===== src/rtl/text_mem_writer.sv =====
// text_mem_writer
//   Write side of the text scroll path. Takes an ASCII character stream
//   (valid/ready) and writes it sequentially into the shared text RAM through
//   a wrapping write pointer. When a string completes it publishes a
//   descriptor (start address, length, truncated flag) and holds it until the
//   consumer acknowledges it.
//
//   Optional build macro: TEXT_WR_NULL_TERM_EN. When it is defined, a 0x00
//   terminator is written after every stored string. The terminator is not
//   counted in desc_length.
//
// Ports
//   clk, reset          system clock, synchronous active-high reset
//   char_in/valid/last  input character stream; char_last marks the final char
//   char_ready          block accepts char_in this cycle
//   mem_we/waddr/wdata  registered text RAM write port
//   desc_valid/addr/length/trunc  string descriptor, held until desc_ack
//   desc_ack            consumer took the descriptor
module text_mem_writer #(
    parameter int ADDR_W  = 11,
    parameter int MAX_LEN = 2047
) (
    input  logic              clk,
    input  logic              reset,
    input  logic [7:0]        char_in,
    input  logic              char_valid,
    input  logic              char_last,
    output logic              char_ready,
    output logic              mem_we,
    output logic [ADDR_W-1:0] mem_waddr,
    output logic [7:0]        mem_wdata,
    output logic              desc_valid,
    output logic [ADDR_W-1:0] desc_addr,
    output logic [ADDR_W-1:0] desc_length,
    output logic              desc_trunc,
    input  logic              desc_ack
);

`ifdef TEXT_WR_NULL_TERM_EN
    typedef enum logic [2:0] {S_IDLE, S_FILL, S_TERM, S_DESC, S_DRAIN} state_t;
    // A completed string first passes through the terminator write.
    localparam state_t S_DONE = S_TERM;
`else
    typedef enum logic [2:0] {S_IDLE, S_FILL, S_DESC, S_DRAIN} state_t;
    localparam state_t S_DONE = S_DESC;
`endif

    localparam logic [ADDR_W-1:0] MAX_LEN_W = ADDR_W'(MAX_LEN);
    localparam bit                MAX_ONE   = (MAX_LEN == 1);

    state_t            state, state_nxt;
    logic [ADDR_W-1:0] wr_ptr, ptr_nxt;
    logic [ADDR_W-1:0] start, start_nxt;
    logic [ADDR_W-1:0] count, count_nxt;
    logic              trunc, trunc_nxt;
    logic              we_nxt;
    logic [ADDR_W-1:0] waddr_nxt;
    logic [7:0]        wdata_nxt;
    logic              accept;
    logic [ADDR_W-1:0] count_inc;

    assign char_ready  = (state == S_IDLE) || (state == S_FILL) || (state == S_DRAIN);
    assign accept      = char_valid && char_ready;
    assign count_inc   = count + 1'b1;

    assign desc_valid  = (state == S_DESC);
    assign desc_addr   = start;
    assign desc_length = count;
    assign desc_trunc  = trunc;

    always_comb begin
        state_nxt = state;
        ptr_nxt   = wr_ptr;
        start_nxt = start;
        count_nxt = count;
        trunc_nxt = trunc;
        we_nxt    = 1'b0;
        waddr_nxt = mem_waddr;
        wdata_nxt = mem_wdata;

        case (state)
            S_IDLE: begin
                if (accept) begin
                    start_nxt = wr_ptr;
                    count_nxt = ADDR_W'(1);
                    we_nxt    = 1'b1;
                    waddr_nxt = wr_ptr;
                    wdata_nxt = char_in;
                    ptr_nxt   = wr_ptr + 1'b1;
                    // With a one-character limit, anything but a final char is a cut.
                    trunc_nxt = !char_last && MAX_ONE;
                    state_nxt = (char_last || MAX_ONE) ? S_DONE : S_FILL;
                end
            end
            S_FILL: begin
                if (accept) begin
                    count_nxt = count_inc;
                    we_nxt    = 1'b1;
                    waddr_nxt = wr_ptr;
                    wdata_nxt = char_in;
                    ptr_nxt   = wr_ptr + 1'b1;
                    if (char_last) begin
                        state_nxt = S_DONE;
                    end else if (count_inc == MAX_LEN_W) begin
                        trunc_nxt = 1'b1;
                        state_nxt = S_DONE;
                    end
                end
            end
`ifdef TEXT_WR_NULL_TERM_EN
            S_TERM: begin
                we_nxt    = 1'b1;
                waddr_nxt = wr_ptr;
                wdata_nxt = 8'h00;
                ptr_nxt   = wr_ptr + 1'b1;
                state_nxt = S_DESC;
            end
`endif
            S_DESC: begin
                if (desc_ack) state_nxt = trunc ? S_DRAIN : S_IDLE;
            end
            S_DRAIN: begin
                // Remainder of a cut string is swallowed up to its final char.
                if (accept && char_last) begin
                    trunc_nxt = 1'b0;
                    state_nxt = S_IDLE;
                end
            end
            default: state_nxt = S_IDLE;
        endcase
    end

    always_ff @(posedge clk) begin
        if (reset) begin
            state     <= S_IDLE;
            wr_ptr    <= '0;
            start     <= '0;
            count     <= '0;
            trunc     <= 1'b0;
            mem_we    <= 1'b0;
            mem_waddr <= '0;
            mem_wdata <= '0;
        end else begin
            state     <= state_nxt;
            wr_ptr    <= ptr_nxt;
            start     <= start_nxt;
            count     <= count_nxt;
            trunc     <= trunc_nxt;
            mem_we    <= we_nxt;
            mem_waddr <= waddr_nxt;
            mem_wdata <= wdata_nxt;
        end
    end

endmodule

===== config.mk =====
export PLATFORM = sky130hd
export DESIGN_NAME = text_mem_writer
export DESIGN_NICKNAME = d
export VERILOG_FILES = /design/src/rtl/text_mem_writer.sv
export SDC_FILE = /design/constraint.sdc
export NUM_CORES = 1
export LEC_CHECK = 0
export ABC_CLOCK_PERIOD_IN_PS = 2100
export CAP_MARGIN = 10
export CORE_MARGIN = 1.5
export CORE_UTILIZATION = 49
export DETAILED_ROUTE_END_ITERATION = 7
export PLACE_DENSITY = 0.85
export SYNTH_ARGS = -nofsm -noshare
export SYNTH_HDL_FRONTEND = slang
export SYNTH_SLANG_ARGS = --single-unit

===== constraint.sdc =====
create_clock -name clk -period 2.1 [get_ports clk]
set_clock_uncertainty 0.05 [all_clocks]
set_input_delay 0.525 -clock clk [delete_from_list [all_inputs] [get_ports clk]]
set_output_delay 0.525 -clock clk [all_outputs]
set_load 0.1 [all_outputs]

== Word-level counts from Yosys, hierarchy flattened ==
Cells that the tools add are included.
Operators by class
  add/subtract/negate cells: 2
  eq/ne operators: 11
  mux-type cells: 19
  bitwise gates (word level): 1
  reductions and logical operators: 14
Operators with widths (number)
  $add 11x1->11 const B: 2
  $mux 11: 2
  $pmux 11 s2: 1
  $mux 3: 6
  $pmux 3 s4: 1
  $eq 11x11->1 const B: 1
  $eq 3x2->1 const B: 2
  $mux 1: 6
  $ne 2x1->1 const B: 3
  $ne 2x2->1 const B: 3
  $reduce_and 6->1: 1
  $reduce_and 5->1: 1
  $mux 2: 2
  $reduce_and 2->1: 2
  $reduce_or 2->1: 2
  $eq 3x1->1 const B: 1
  $logic_not 3->1: 1
  $ne 3x2->1 const B: 1
  $pmux 1 s3: 1
  $reduce_and 3->1: 1
  $reduce_bool 3->1: 1
  $logic_and 1x1->1: 2
  $logic_or 1x1->1: 2
  $reduce_bool 2->1: 1
  $not 1->1: 1
Storage, ports and cells
  flip-flop bits (word level): 57

== Logic depth before layout (Yosys ltp) ==
  depth in word-level cells: 7
  gate-level depth with buffers: 7
  depth with buffers taken out: 6

== Worst setup path before layout ==
No wires, ideal clock.
  kind: reg-to-reg
  start point: register count[1] (netlist: desc_length[1])
  end point: register trunc (netlist: desc_trunc)
  setup time: 96 ps
  arrival time: 2501 ps
  path slack: -547 ps
  stages on the path, launching flop included: 7
  buffers on the path: 0
  period minus slack after synthesis: 2647 ps
  path through: dfxtp_1 -> ha_1 -> nand2_1 -> or3b_1 -> a21oi_1 -> o2111ai_2 -> o41ai_2
Between the ends
  word-level cells in the longest chain between the ends: 4
Ends and longest elaborated chain
  from (decl): RTL line 54  | logic [ADDR_W-1:0] count, count_nxt;
  from (signal assigned): RTL line 147  | count <= count_nxt;
  $add 11x1->11: RTL line 64  | assign count_inc = count + 1'b1;
  $eq 11x11->1: RTL line 104  | end else if (count_inc == MAX_LEN_W) begin
  $ne 2x1->1 (no line)
  $reduce_and 6->1 (no line)
  to (signal assigned): RTL line 148  | trunc <= trunc_nxt;
  to (decl): RTL line 55  | logic trunc, trunc_nxt;
Every way passes these cells.
A chain may end at the register's enable or synchronous reset.

== Final worst setup path ==
Same ends and word-level chain as after synthesis.

==> flow_metrics.tcl <==
set metrics [dict create \
    outcome "finished clean" \
    areaGrowthSynthToFinish_pct 35.6 \
    yosysMostFrequentCell "nand2_1" \
    cts_root_buf "clkbuf_8" \
    ys.flop_type "dfxtp_1" \
    drt-total-wl_um 5910 \
    post_cts_resized 0 \
    first_pass_iters 4 \
    grt_max_degree 33 \
    route.detailed.drc 0 \
    synth_top_area_share_pct 45.1 \
    stdcell_area_sq_mm 0.00337 \
    holdCritPathClass "register to register" \
    total_power_uw 2160 \
    final_layout_size_suffix_gt1_share_pct 25.2 \
    p_leak_uw 0.00129 \
    path_max_fanout 9 \
    port_buffers 57 \
    via_count 2410 \
    setup_ws_ns 0.136 \
    dp_hpwl_um 4110 \
    num_antenna_cells 0 \
    required_ns 2.26 \
    fin_tns_setup_ns 0 \
    maxCapViolations 0 \
    power.density_mw_per_mm2 641 \
    fin_nets 388 \
    die_area_sq_mm 0.00551 \
    drtAntennaViolNets 0 \
    timing.final.crit_share_pct 93.5 \
    multiInputGateArea_sq_mm 0.00127 \
    cts_sinks 56 \
    rsz0062_at_grt "no" \
    setup_violations 0 \
    worstRegToRegCells 6 \
    io_pins 58 \
    die_w_um 74.3 \
    grt_pass1_vias 2246 \
    whs_ns 0.412 \
    worstHoldPathCells 2 \
    post-cts-setup-buffers 0 \
    clockBufferDepth 2 \
    slew_headroom_pct 66.8 \
    ir_drop_v 0.000532 \
    vias_per_cell 5.48 \
    dieHeight_um 74.3 \
    cts_tree "yes" \
    slew_violations 0 \
    cp.arrival_ns 2.13 \
    drtIter0Drc 169 \
    post_dp_cell_area_sq_mm 0.00326 \
    clk_pin_slew_ns 0.10 \
    grt_usage_pct 22.5 \
    post_drt_wl_per_cell_um 13.4 \
    yosysSeqAreaShare_pct 45.1 \
    crit_path_end_kind "register" \
    worst_pin_slew_ns 0.498 \
    worstSetupStartpointType "register" \
    numCtsBuffers 5 \
    synth_edf_count 0 \
    fillerInstances 415 \
    ys_seq_elements 56 \
    synth_area_leader_cell "dfxtp_1" \
    fin_crit_ns 1.96 \
    num_rows 25 \
    register_area_sq_mm 0.00114 \
    path_class "register to register" \
    gp_congestion 0.878 \
    core_sq_mm 0.00482 \
    cts_max_level 2 \
    synth_cells 310 \
    postCtsHoldBufs 0 \
    synthTopCellsByArea "dfxtp_1 (45%), nand2_1 (11%), a21oi_1 (9.7%), o21ai_0 (4.4%), xor2_1 (2.5%)" \
    synth.distinct_cells 50 \
    async_reset_ff_share_pct 0 \
    syn_area_sq_mm 0.00249 \
    clkLatencyLatePin_ns 0.31 \
    synthTopCellsByCount "nand2_1 (75), dfxtp_1 (56), a21oi_1 (48), o21ai_0 (22)" \
    gr-total-overflow 0 \
    yosys_warnings 0 \
    max_freq_ghz 0.509 \
    antenna_found_initial 0 \
    syn_area_per_cell_sq_um 8.02 \
    start_util_pct 51.6 \
    hold_viol 0 \
    post-place-ws_ns -0.0534 \
    synth_fp_nets 326 \
    grt_pass1_wl_um 9780 \
]
-- stage by stage --
stage	instances	util, %
final	440	70.0
after global routing	440	70.0
after CTS	440	70.0
after detailed placement	432	67.7
after global placement	432	67.7
after floorplan	310	-
-- kinds of logic (layout without fill, tap and decap cells) --
logic type | count (synthesis) | after routing | share of synthesized area (%)
and+or+nand+nor | 130 | 130 | 25.0
AOI/OAI and AO/OA | 91 | 91 | 21.3
DFF | 56 | 56 | 45.1
buffers and inverters | 22 | 85 | 4.33
xor gates and xnor gates | 8 | 8 | 2.82
adders and majority gates | 3 | 3 | 1.51
-- worst max-delay path, cell delays in order, from the launching register on --
cell,delay (ns)
dfxtp_4,0.43
ha_2,0.28
nand2_1,0.10
or3b_1,0.35
a21oi_1,0.17
o2111ai_2,0.18
o41ai_2,0.31
-- state kept, by name, summed over array words and instances (netlist names) --
name	count
desc_addr	11
desc_length	11
mem_waddr	11
wr_ptr	11
mem_wdata	8
state	2
desc_trunc	1
mem_we	1
-- where the power goes --
group / internal, uW / total [uW] / switching, uW / leakage, uW
Clock: 355 / 699 / 344 / 0.0000552
Combinational: 112 / 359 / 246 / 0.000774
Sequential: 1080 / 1110 / 23.5 / 0.000459
-- worst paths after layout --
path / startpoint / end / slack [ns]
worst max register to register: desc_length[1] / desc_trunc / 0.14
worst max-delay path: desc_length[1] / desc_trunc / 0.14
worst min register to register: mem_wdata[6] / mem_wdata[6] / 0.41
worst min-delay path: mem_wdata[6] / mem_wdata[6] / 0.41
-- metal layers --
metal | global-route usage [%] | vias up | routed length (um)
met4 | 7.27 | 0 | 89
met1 | 27.2 | 1134 | 2520
met5 | 0 | - | 0
met2 | 41.2 | 77 | 3040
met3 | 2.98 | 11 | 260
li1 | - | 1188 | -
-- layout by cell type (no fill, tap or decap), drive strengths merged, types with 2 or more instances in the layout --
cell type	synthesis	routed
o22ai	2	2
nor3	3	3
buf	2	63
ha	3	3
o21a	5	5
inv	3	2
or4	4	4
and3	2	2
clkdlybuf4s50	0	11
xor2	7	7
a31oi	2	2
or3	6	6
nand3	4	4
nor2b	3	3
nor2	15	15
a21oi	48	48
nand4	4	4
a211oi	2	2
nand2	77	77
o21ai	25	25
dfxtp	56	56
clkbuf	17	6
nand3b	2	2
-- cell type report --
cell class | instances | share of cell area, %
Timing Repair Buffer | 74 | 22.4
Clock buffer | 6 | 2.15
Inverter | 3 | 0.445
Tap cell | 67 | 2.49
Sequential cell | 56 | 33.8
Clock inverter | 2 | 1.04
Multi-Input combinational cell | 232 | 37.7
No activity file was read; power rests on OpenSTA's default activity.
